**config.mk**
```make
export PLATFORM = sky130hd
export DESIGN_NAME = corr_peak_timer
export DESIGN_NICKNAME = d
export VERILOG_FILES = /design/src/rtl/corr_pkg.sv /design/src/rtl/corr_mag.sv /design/src/rtl/corr_peak_timer.sv
export SDC_FILE = /design/constraint.sdc
export NUM_CORES = 1
export LEC_CHECK = 0
export BUFFER_PORTS_ARGS = -buffer_cell sky130_fd_sc_hd__buf_2
export CORE_UTILIZATION = 55
export DETAILED_ROUTE_END_ITERATION = 8
export PLACE_DENSITY = 0.82
export SLEW_MARGIN = 20
export SYNTH_ARGS = -nofsm -noshare
export SYNTH_HDL_FRONTEND = slang
export SYNTH_SLANG_ARGS = --single-unit
```
**constraint.sdc**
```tcl
create_clock -name clk -period 4.95 [get_ports clk]
set_input_delay 0.495 -clock clk [delete_from_list [all_inputs] [get_ports clk]]
set_output_delay 0.495 -clock clk [all_outputs]
set_load 0.05 [all_outputs]
```
**src/rtl/corr_pkg.sv**
```systemverilog
// Shared widths, detector state encoding and the saturating magnitude helper
// for the correlator peak/timestamp back end.
package corr_pkg;

  localparam int CORR_W_DEF = 24;
  localparam int TIM_W_DEF  = 14;

  typedef enum logic [1:0] {
    IDLE   = 2'd0,
    SEARCH = 2'd1,
    REPORT = 2'd2,
    HOLD   = 2'd3
  } state_e;

  // |x| for a default-width sample; the most negative code clamps to full scale.
  function automatic logic [CORR_W_DEF-2:0] abs_sat(input logic signed [CORR_W_DEF-1:0] x);
    logic [CORR_W_DEF-1:0] a;
    a = x[CORR_W_DEF-1] ? (~x + {{(CORR_W_DEF-1){1'b0}}, 1'b1}) : x;
    return a[CORR_W_DEF-1] ? {(CORR_W_DEF-1){1'b1}} : a[CORR_W_DEF-2:0];
  endfunction

endpackage

```
**src/rtl/corr_mag.sv**
```systemverilog
// Combinational saturating magnitude of a signed correlator sample:
// CORR_W-bit two's complement in, CORR_W-1-bit unsigned magnitude out.
module corr_mag #(
  parameter int CORR_W = 24
) (
  input  logic signed [CORR_W-1:0] x,
  output logic        [CORR_W-2:0] mag
);

  logic [CORR_W-1:0] abs_s;

  // The top bit of the negated value is set only for the most negative code.
  always_comb begin
    if (x[CORR_W-1]) begin
      abs_s = ~x + {{(CORR_W-1){1'b0}}, 1'b1};
    end else begin
      abs_s = x;
    end
    if (abs_s[CORR_W-1]) begin
      mag = {(CORR_W-1){1'b1}};
    end else begin
      mag = abs_s[CORR_W-2:0];
    end
  end

endmodule

```
**src/rtl/corr_peak_timer.sv**
```systemverilog
// Threshold detector and timestamp unit: reports first crossing or windowed
// maximum of |corr_in| with its sample index, under a rdy/ack handshake.
module corr_peak_timer
  import corr_pkg::*;
#(
  parameter int CORR_W  = CORR_W_DEF,
  parameter int TIM_W   = TIM_W_DEF,
  parameter int WIN_LEN = 16,
  parameter int HOLDOFF = 32
) (
  input  logic              clk,
  input  logic              rst,
  input  logic              ena,
  input  logic [CORR_W-1:0] corr_in,
  input  logic              corr_vld,
  input  logic [CORR_W-2:0] thresh,
  input  logic              mode,
  input  logic              ack,
  output logic [TIM_W-1:0]  tim,
  output logic [CORR_W-2:0] peak,
  output logic              rdy,
  output logic              miss
);

  localparam int CNT_MAX = (WIN_LEN > HOLDOFF) ? WIN_LEN : HOLDOFF;
  localparam int CNT_W   = $clog2(CNT_MAX + 1);
  localparam logic [CNT_W-1:0] CNT_ONE   = CNT_W'(1);
  localparam logic [CNT_W-1:0] WIN_INIT  = CNT_W'(WIN_LEN - 1);
  localparam logic [CNT_W-1:0] HOLD_INIT = CNT_W'(HOLDOFF);

  state_e            state_q, state_d;
  logic [TIM_W-1:0]  idx_q, idx_d;
  logic [CNT_W-1:0]  cnt_q, cnt_d;
  logic [TIM_W-1:0]  tim_q, tim_d;
  logic [CORR_W-2:0] peak_q, peak_d;
  logic              rdy_q, rdy_d;
  logic              miss_q, miss_d;
  logic [CORR_W-2:0] mag_s;
  logic              sample_s;
  logic              cross_s;

  corr_mag #(.CORR_W(CORR_W)) u_mag (
    .x   (corr_in),
    .mag (mag_s)
  );

  assign sample_s = ena & corr_vld;
  assign cross_s  = sample_s & (mag_s > thresh);

  // cnt_q holds the samples still to consume in SEARCH (window) or HOLD (hold-off).
  always_comb begin
    state_d = state_q;
    cnt_d   = cnt_q;
    tim_d   = tim_q;
    peak_d  = peak_q;
    rdy_d   = rdy_q;
    miss_d  = 1'b0;
    idx_d   = sample_s ? (idx_q + {{(TIM_W-1){1'b0}}, 1'b1}) : idx_q;
    case (state_q)
      IDLE: begin
        if (cross_s) begin
          tim_d  = idx_q;
          peak_d = mag_s;
          if (!mode || (WIN_LEN == 1)) begin
            state_d = REPORT;
            rdy_d   = 1'b1;
          end else begin
            state_d = SEARCH;
            cnt_d   = WIN_INIT;
          end
        end else begin
          state_d = IDLE;
        end
      end
      SEARCH: begin
        if (sample_s) begin
          if (mag_s > peak_q) begin
            tim_d  = idx_q;
            peak_d = mag_s;
          end else begin
            peak_d = peak_q;
          end
          if (cnt_q == CNT_ONE) begin
            state_d = REPORT;
            rdy_d   = 1'b1;
          end else begin
            cnt_d = cnt_q - CNT_ONE;
          end
        end else begin
          state_d = SEARCH;
        end
      end
      REPORT: begin
        miss_d = cross_s;
        if (ena && ack) begin
          rdy_d   = 1'b0;
          state_d = (HOLDOFF == 0) ? IDLE : HOLD;
          cnt_d   = HOLD_INIT;
        end else begin
          rdy_d = 1'b1;
        end
      end
      HOLD: begin
        if (sample_s) begin
          if (cnt_q == CNT_ONE) begin
            state_d = IDLE;
          end else begin
            cnt_d = cnt_q - CNT_ONE;
          end
        end else begin
          state_d = HOLD;
        end
      end
      default: begin
        state_d = IDLE;
        rdy_d   = 1'b0;
      end
    endcase
  end

  // State register; ena=0 freezes everything, rst overrides ena.
  always_ff @(posedge clk) begin
    if (rst) begin
      state_q <= IDLE;
      idx_q   <= {TIM_W{1'b0}};
      cnt_q   <= {CNT_W{1'b0}};
      tim_q   <= {TIM_W{1'b0}};
      peak_q  <= {(CORR_W-1){1'b0}};
      rdy_q   <= 1'b0;
      miss_q  <= 1'b0;
    end else if (ena) begin
      state_q <= state_d;
      idx_q   <= idx_d;
      cnt_q   <= cnt_d;
      tim_q   <= tim_d;
      peak_q  <= peak_d;
      rdy_q   <= rdy_d;
      miss_q  <= miss_d;
    end
  end

  assign tim  = tim_q;
  assign peak = peak_q;
  assign rdy  = rdy_q;
  assign miss = miss_q;

endmodule
```
# Yosys cells after proc, flatten, opt, wreduce, memory -nomap -nowiden
# Index checks and enable logic that the tools add are counted.
[totals]
ramBits = 0
elab_cells = 71
register_bits = 61
n_memories = 0
latchBits = 0
romBits = 0
[classes]
n_lt_le_gt_ge = 2
reduce_logical = 10
n_shift = 0
mux = 31
n_mul = 0
eq_ne = 15
div = 0
bitwise = 3
addsub = 3
[ops]
columns = ["op", "n"]
rows = [
  ["23-bit two-way mux", 4],
  ["23-bit greater-than comparator", 2],
  ["23-bit case mux with 2 select lines", 1],
  ["14-bit two-way mux", 3],
  ["6-bit two-way mux", 5],
  ["14-bit case mux with 2 select lines", 1],
  ["24-bit by 1-bit adder with 24-bit output (second input constant)", 1],
  ["24-bit two-way mux", 1],
  ["24-bit inverter", 1],
  ["6-bit case mux with 3 select lines", 1],
  ["2-bit != test (second input constant)", 8],
  ["14-bit by 1-bit adder with 14-bit output (second input constant)", 1],
  ["2-bit two-way mux", 7],
  ["6-bit AND reduction", 2],
  ["2-bit case mux with 4 select lines", 1],
  ["6-bit by 1-bit equality test with 1-bit output (second input constant)", 1],
  ["1-bit two-way mux", 6],
  ["3-bit != test (second input constant)", 2],
  ["6-bit by 1-bit subtractor with 6-bit output (second input constant)", 1],
  ["5-bit AND reduction", 1],
  ["2-bit equality test (second input constant)", 2],
  ["4-bit AND reduction", 1],
  ["1-bit case mux with 3 select lines", 1],
  ["3-bit nonzero test", 1],
  ["8 further kinds", 9],
]

# Longest topological paths before layout
[depth]
depth_word = 8
mapped_depth = 17
mapped_depth_nobuf = 15

# Modules after synthesis
# From an unflattened synthesis, not the netlist that was laid out.
[hier_totals]
hier_cells = 610
hier_area_um2 = 4720.8
[by_module_without_submodules]
columns = ["module", "cells_each", "instances", "area_per_inst_um2"]
rows = [
  ["corr_peak_timer", 485, 1, 3936.3],
  ["corr_mag", 125, 1, 784.5],
]

# Worst setup path after synthesis
# OpenSTA, ideal clock, no wires.
[synth_timing]
path_kind = "input to register"
from = "input corr_in[9]"
to = "register tim_q[3], in the netlist tim[3]"
path_stages = 15
path_slack_ns = 0.922
t_required_ns = 4.822
arrival_ns = 3.901
n_path_buf = 2
cell_sequence = "nor4_1 > nand4_1 > o41ai_1 > xor2_1 > nand2_1 > ha_1 > and3_1 > nand4_1 > o41a_1 > and3_1 > a22oi_1 > buf_6 > buf_12 > mux2i_1 > nor2_1"
[synth_between]
elab_chain_len = 8
[synth_rtl]
columns = ["element", "line_no", "source"]
rows = [
  ["from (decl)", "corr_peak_timer.sv:14", "input logic [CORR_W-1:0] corr_in,"],
  ["24-bit inverter (*)", "corr_mag.sv:15", "abs_s = ~x + {{(CORR_W-1){1'b0}}, 1'b1};"],
  ["24-bit by 1-bit adder with 24-bit output (*)", "corr_mag.sv:15", ""],
  ["24-bit two-way mux (*)", "corr_mag.sv:14", "if (x[CORR_W-1]) begin"],
  ["23-bit two-way mux (*)", "corr_mag.sv:19", "if (abs_s[CORR_W-1]) begin"],
  ["net mag_s[17]", "corr_peak_timer.sv:38", "logic [CORR_W-2:0] mag_s;"],
  ["23-bit greater-than comparator", "corr_peak_timer.sv:48", "assign cross_s = sample_s & (mag_s > thresh);"],
  ["1-bit bitwise AND", "corr_peak_timer.sv:48", ""],
  ["2-bit != test (no line)", "n/a", ""],
  ["5-bit AND reduction (no line) (*)", "n/a", ""],
  ["to (signal assigned)", "corr_peak_timer.sv:127", "tim_q <= {TIM_W{1'b0}};"],
  ["to (signal assigned)", "corr_peak_timer.sv:135", "tim_q <= tim_d;"],
  ["to (decl)", "corr_peak_timer.sv:34", "logic [TIM_W-1:0] tim_q, tim_d;"],
]
# The timed path passes the listed nets; every way through them passes the cells marked *.
# A chain may end at the register's enable or synchronous reset.

# Worst setup path after layout
[layout_timing]
from = "input corr_in[11]"
to = "register tim_q[4], in the netlist tim[4]"
# The elaborated chain is that of the path after synthesis.

==> summary.md <==
| Metric | Value |
|---|---|
| Register share of total power | 39.7% |
| Hold Crit Depth | 3 |
| FF-to-FF setup slack | 2.11 ns |
| Synth cell types | 53 |
| Core Region | 7687 um^2 |
| Post-synth EDFFs | 0 |
| Hold buffers post-CTS | 0 |
| Ys flop type | dfxtp_1 |
| Placed Cells | 710 |
| RSZ-0062 raised after global routing | no |
| I/O Pins | 92 |
| Final worst slack | 0.6642 ns |
| Initial DRC count | 304 |
| Antenna viol nets, final | 0 |
| Combinational Power Share | 24.4% |
| Synth Area in Compound Gates | 20.46% |
| CP arrival | 4.50 ns |
| Final instance area | 5071 um^2 |
| Critical path class | input pin to flip-flop |
| Placed Area | 4862 um^2 |
| Asr flop ratio synth | 0% |
| Slowest cell on the critical path | nor4bb_1 |
| Crit-path cells | buf_2, nor4_1, nand4_1, nor4b_4, nor3_1, a21oi_1, ha_1, and4_1, nor4bb_1, a2111oi_0, a22oi_2, buf_12, mux2i_1, nor2_1 |
| Synth Cell Area | 4367 um^2 |
| IO Port Bufs | 91 |
| Cells after Synth | 533 |
| # DRC | 0 |
| Synth top area share | 27.97% |
| Clk sinks | 61 |
| Fin crit share | 86.58% |
| Die width | 91.11 um |
| Maximum clock rate | 233.3 MHz |
| Worst R2R Path Depth | 9 |
| Element type at the critical path end | flip-flop |
| Crit-path max cell delay | 0.50 ns |
| Post-synth top area cell | dfxtp_1 |
| Slew @ Worst Pin | 0.5665 ns |
| Initial antenna violation count | 0 |
| Deepest clock path buffer count | 2 |
| Vias/cell | 5.749 |
| Number of synthesis warnings | 0 |
| Final setup violation count | 0 |
| Synth Area in Simple Gates | 19.91% |
| Register bit total from synthesis | 61 |
| Layout Area Growth over Synthesis | 16.13% |
| WP data required | 5.17 ns |
| Tot Pwr | 1303 uW |
| First-pass GRT wire length | 17.42 mm |
| CTS tree | built |
| DP HPWL | 8.166 mm |
| Vias in the first global route | 3,862 |
| Die area | 8300 um^2 |
| Vias | 4,174 |
| Crit path time final | 4.286 ns |
| Post-CTS Setup Bufs | 0 |
| Rel. slew slack | 61.26% |
| Reg clk slew, reported paths | 0.07 ns |
| Startpoint types | input pin |
| GPL Wtd Cong | 0.9408 |
| Share of cells above drive strength 1 | 22.12% |
| CTS H-tree lvls | 3 |
| Max_cap viols | 0 |
| Num rows | 32 |
| Grt total ovfl | 0 |
| Total Wirelength | 10.64 mm |
| Final Hold Viols | 0 |
| Starting density of the core | 56.80% |
| Internal power | 883.6 uW |
| Sequential fraction of the synthesis area | 27.97% |
| Avg Cell Area, Syn | 8.193 um^2 |
| DR pass1 iterations | 8 |
| Post-Synth Adder-Cell Area | 14.33% |
| Gates resized, CTS repair | 0 |
| Nets | 722 |
| Sw Ratio | 32.18% |
| Root buffer cell | clkbuf_8 |
| Fin cells | 726 |
| XOR/XNOR Fraction of Synth Area | 4.011% |
| Worst VDD drop | 0.0001767 V |
| PD cells | 256.9 nW/um^2 |
| Post-Syn Nets | 636 |
| Clock skew | 0.01337 ns |
| GRT Util Overall | 26.04% |
| Largest net degree at the start of global routing | 44 |
| NetSw | 419.3 uW |
| Pleak | 0.002400 uW |
| Largest family of logic cells by synthesized area | compound AO/OA/AOI/OAI gates |
| Top post-synthesis cells by area | dfxtp_1 28%, ha_1 14%, inv_1 5.1% |
| Status | completed |
| Clk_lat worst skew | 0.34 ns |
| Routed len/inst | 14.65 um |
| Max Slew Vio Count | 0 |
| Diode count | 0 |
| Hold crit path type | input pin to flip-flop |
| Die height | 91.11 um |
| DP Worst Slack | 0.3849 ns |
| Mux share of post-synthesis cell area | 4.814% |
| Clock power frac | 35.9% |
| Max Fanout on Critical Path | 43 |
| CTS buffer count | 9 |
| Setup TNS | 0 ns |
registers in the layout (all words and copies together) (netlist names):
| signal | count |
|---|---|
| peak | 23 |
| idx_q | 14 |
| tim | 14 |
| cnt_q | 6 |
| state_q | 2 |
| miss | 1 |
| rdy | 1 |
worst paths after layout:
kind                           endpoint                  start
setup reg to reg    tim[4]$_SDFFE_PP0P_  peak[13]$_SDFFE_PP0P_
hold reg to reg   cnt_q[5]$_SDFFE_PP0P_  cnt_q[5]$_SDFFE_PP0P_
hold / removal         rdy$_SDFFE_PP0P_                    ack
setup / recovery    tim[4]$_SDFFE_PP0P_            corr_in[11]
synthesized netlist by cell type (all sizes together) (3+ instances only):
cell	number
a21oi	43
nand4	11
nor3	8
clkbuf	15
o41ai	3
inv	59
nor4	5
and4	7
nand2	39
o21ai	24
nand3	14
a31oi	5
nor2	61
a221oi	3
mux2i	21
or3	5
and3	11
xnor2	3
xor2	17
dfxtp	61
o31ai	8
buf	7
ha	50
a211oi	21
cells by family after synthesis:
family / count (synthesis)
and+or+nand+nor: 174
AOI/OAI and AO/OA: 126
buffers and inverters: 81
DFF: 61
adders and majority gates: 50
muxes: 21
xor gates and xnor gates: 20
power by group through the flow:
stage | Sequential, uW | Combinational, uW | Clock, uW
after floorplan | 559 | 195 | 0
after global placement | 527 | 299 | 0
after detailed placement | 528 | 313 | 0
after CTS | 517 | 314 | 476
after global routing | 519 | 352 | 501
final | 517 | 318 | 468
cells in the final DEF, fill, tap and decap left out, types with 2 or more instances in the layout:
cell type / n
ha_1: 50
and3_1: 11
o31ai_1: 8
nand3b_1: 2
a21oi_1: 43
nor4_1: 5
o41a_1: 2
nand3_1: 14
and4_1: 6
mux2i_1: 21
nand2_1: 39
a31oi_1: 5
a31o_2: 2
nand2b_1: 2
and2_1: 2
or4_1: 2
nor3_1: 8
buf_4: 5
xor2_1: 17
clkinvlp_4: 2
a211oi_1: 5
a2111oi_0: 2
dfxtp_1: 61
nand4_1: 11
buf_2: 91
o311ai_0: 2
a221oi_1: 3
a211oi_2: 16
clkbuf_8: 11
xnor2_1: 3
o211ai_1: 2
o41ai_1: 3
nor2b_1: 2
or3_1: 5
nor2_1: 57
inv_1: 59
nor2_2: 4
o21ai_0: 24
worst max-delay path: cells and delay by family:
| kind | cells | cell delay, ns |
|---|---|---|
| AOI/OAI and AO/OA | 3 | 0.85 |
| adders and majority gates | 1 | 0.22 |
| and+or+nand+nor | 7 | 2.21 |
| muxes | 1 | 0.28 |
| buffers and inverters | 2 | 0.42 |
routing by layer:
| metal | track usage (%) | wire, um | up-vias |
|---|---|---|---|
| li1 | - | - | 2090 |
| met1 | 32.70 | 4649 | 1894 |
| met2 | 43.24 | 5062 | 167 |
| met3 | 4.774 | 703 | 23 |
| met4 | 11.77 | 221 | 0 |
| met5 | 0 | 0 | - |
cell type report:
cell class | count | area (um^2)
multi-input combinational | 391 | 2779
fill | 662 | 2616
sequential | 61 | 1221
timing repair buffer | 97 | 513.0
inverter | 59 | 221.5
clock buffer | 12 | 155.1
tap | 102 | 127.6
clock inverter | 4 | 53.80
metrics by stage:
stage | hold slack [ns] | util, %
2_1_floorplan | 0.4487 | -
3_3_place_gp | 0.4580 | 63.25
3_5_place_dp | 0.4720 | 63.25
4_1_cts | 0.4696 | 65.97
5_1_grt | 0.4713 | 65.97
6_report | 0.4758 | 65.97
Note: power is estimated with default switching activity, not from simulation.
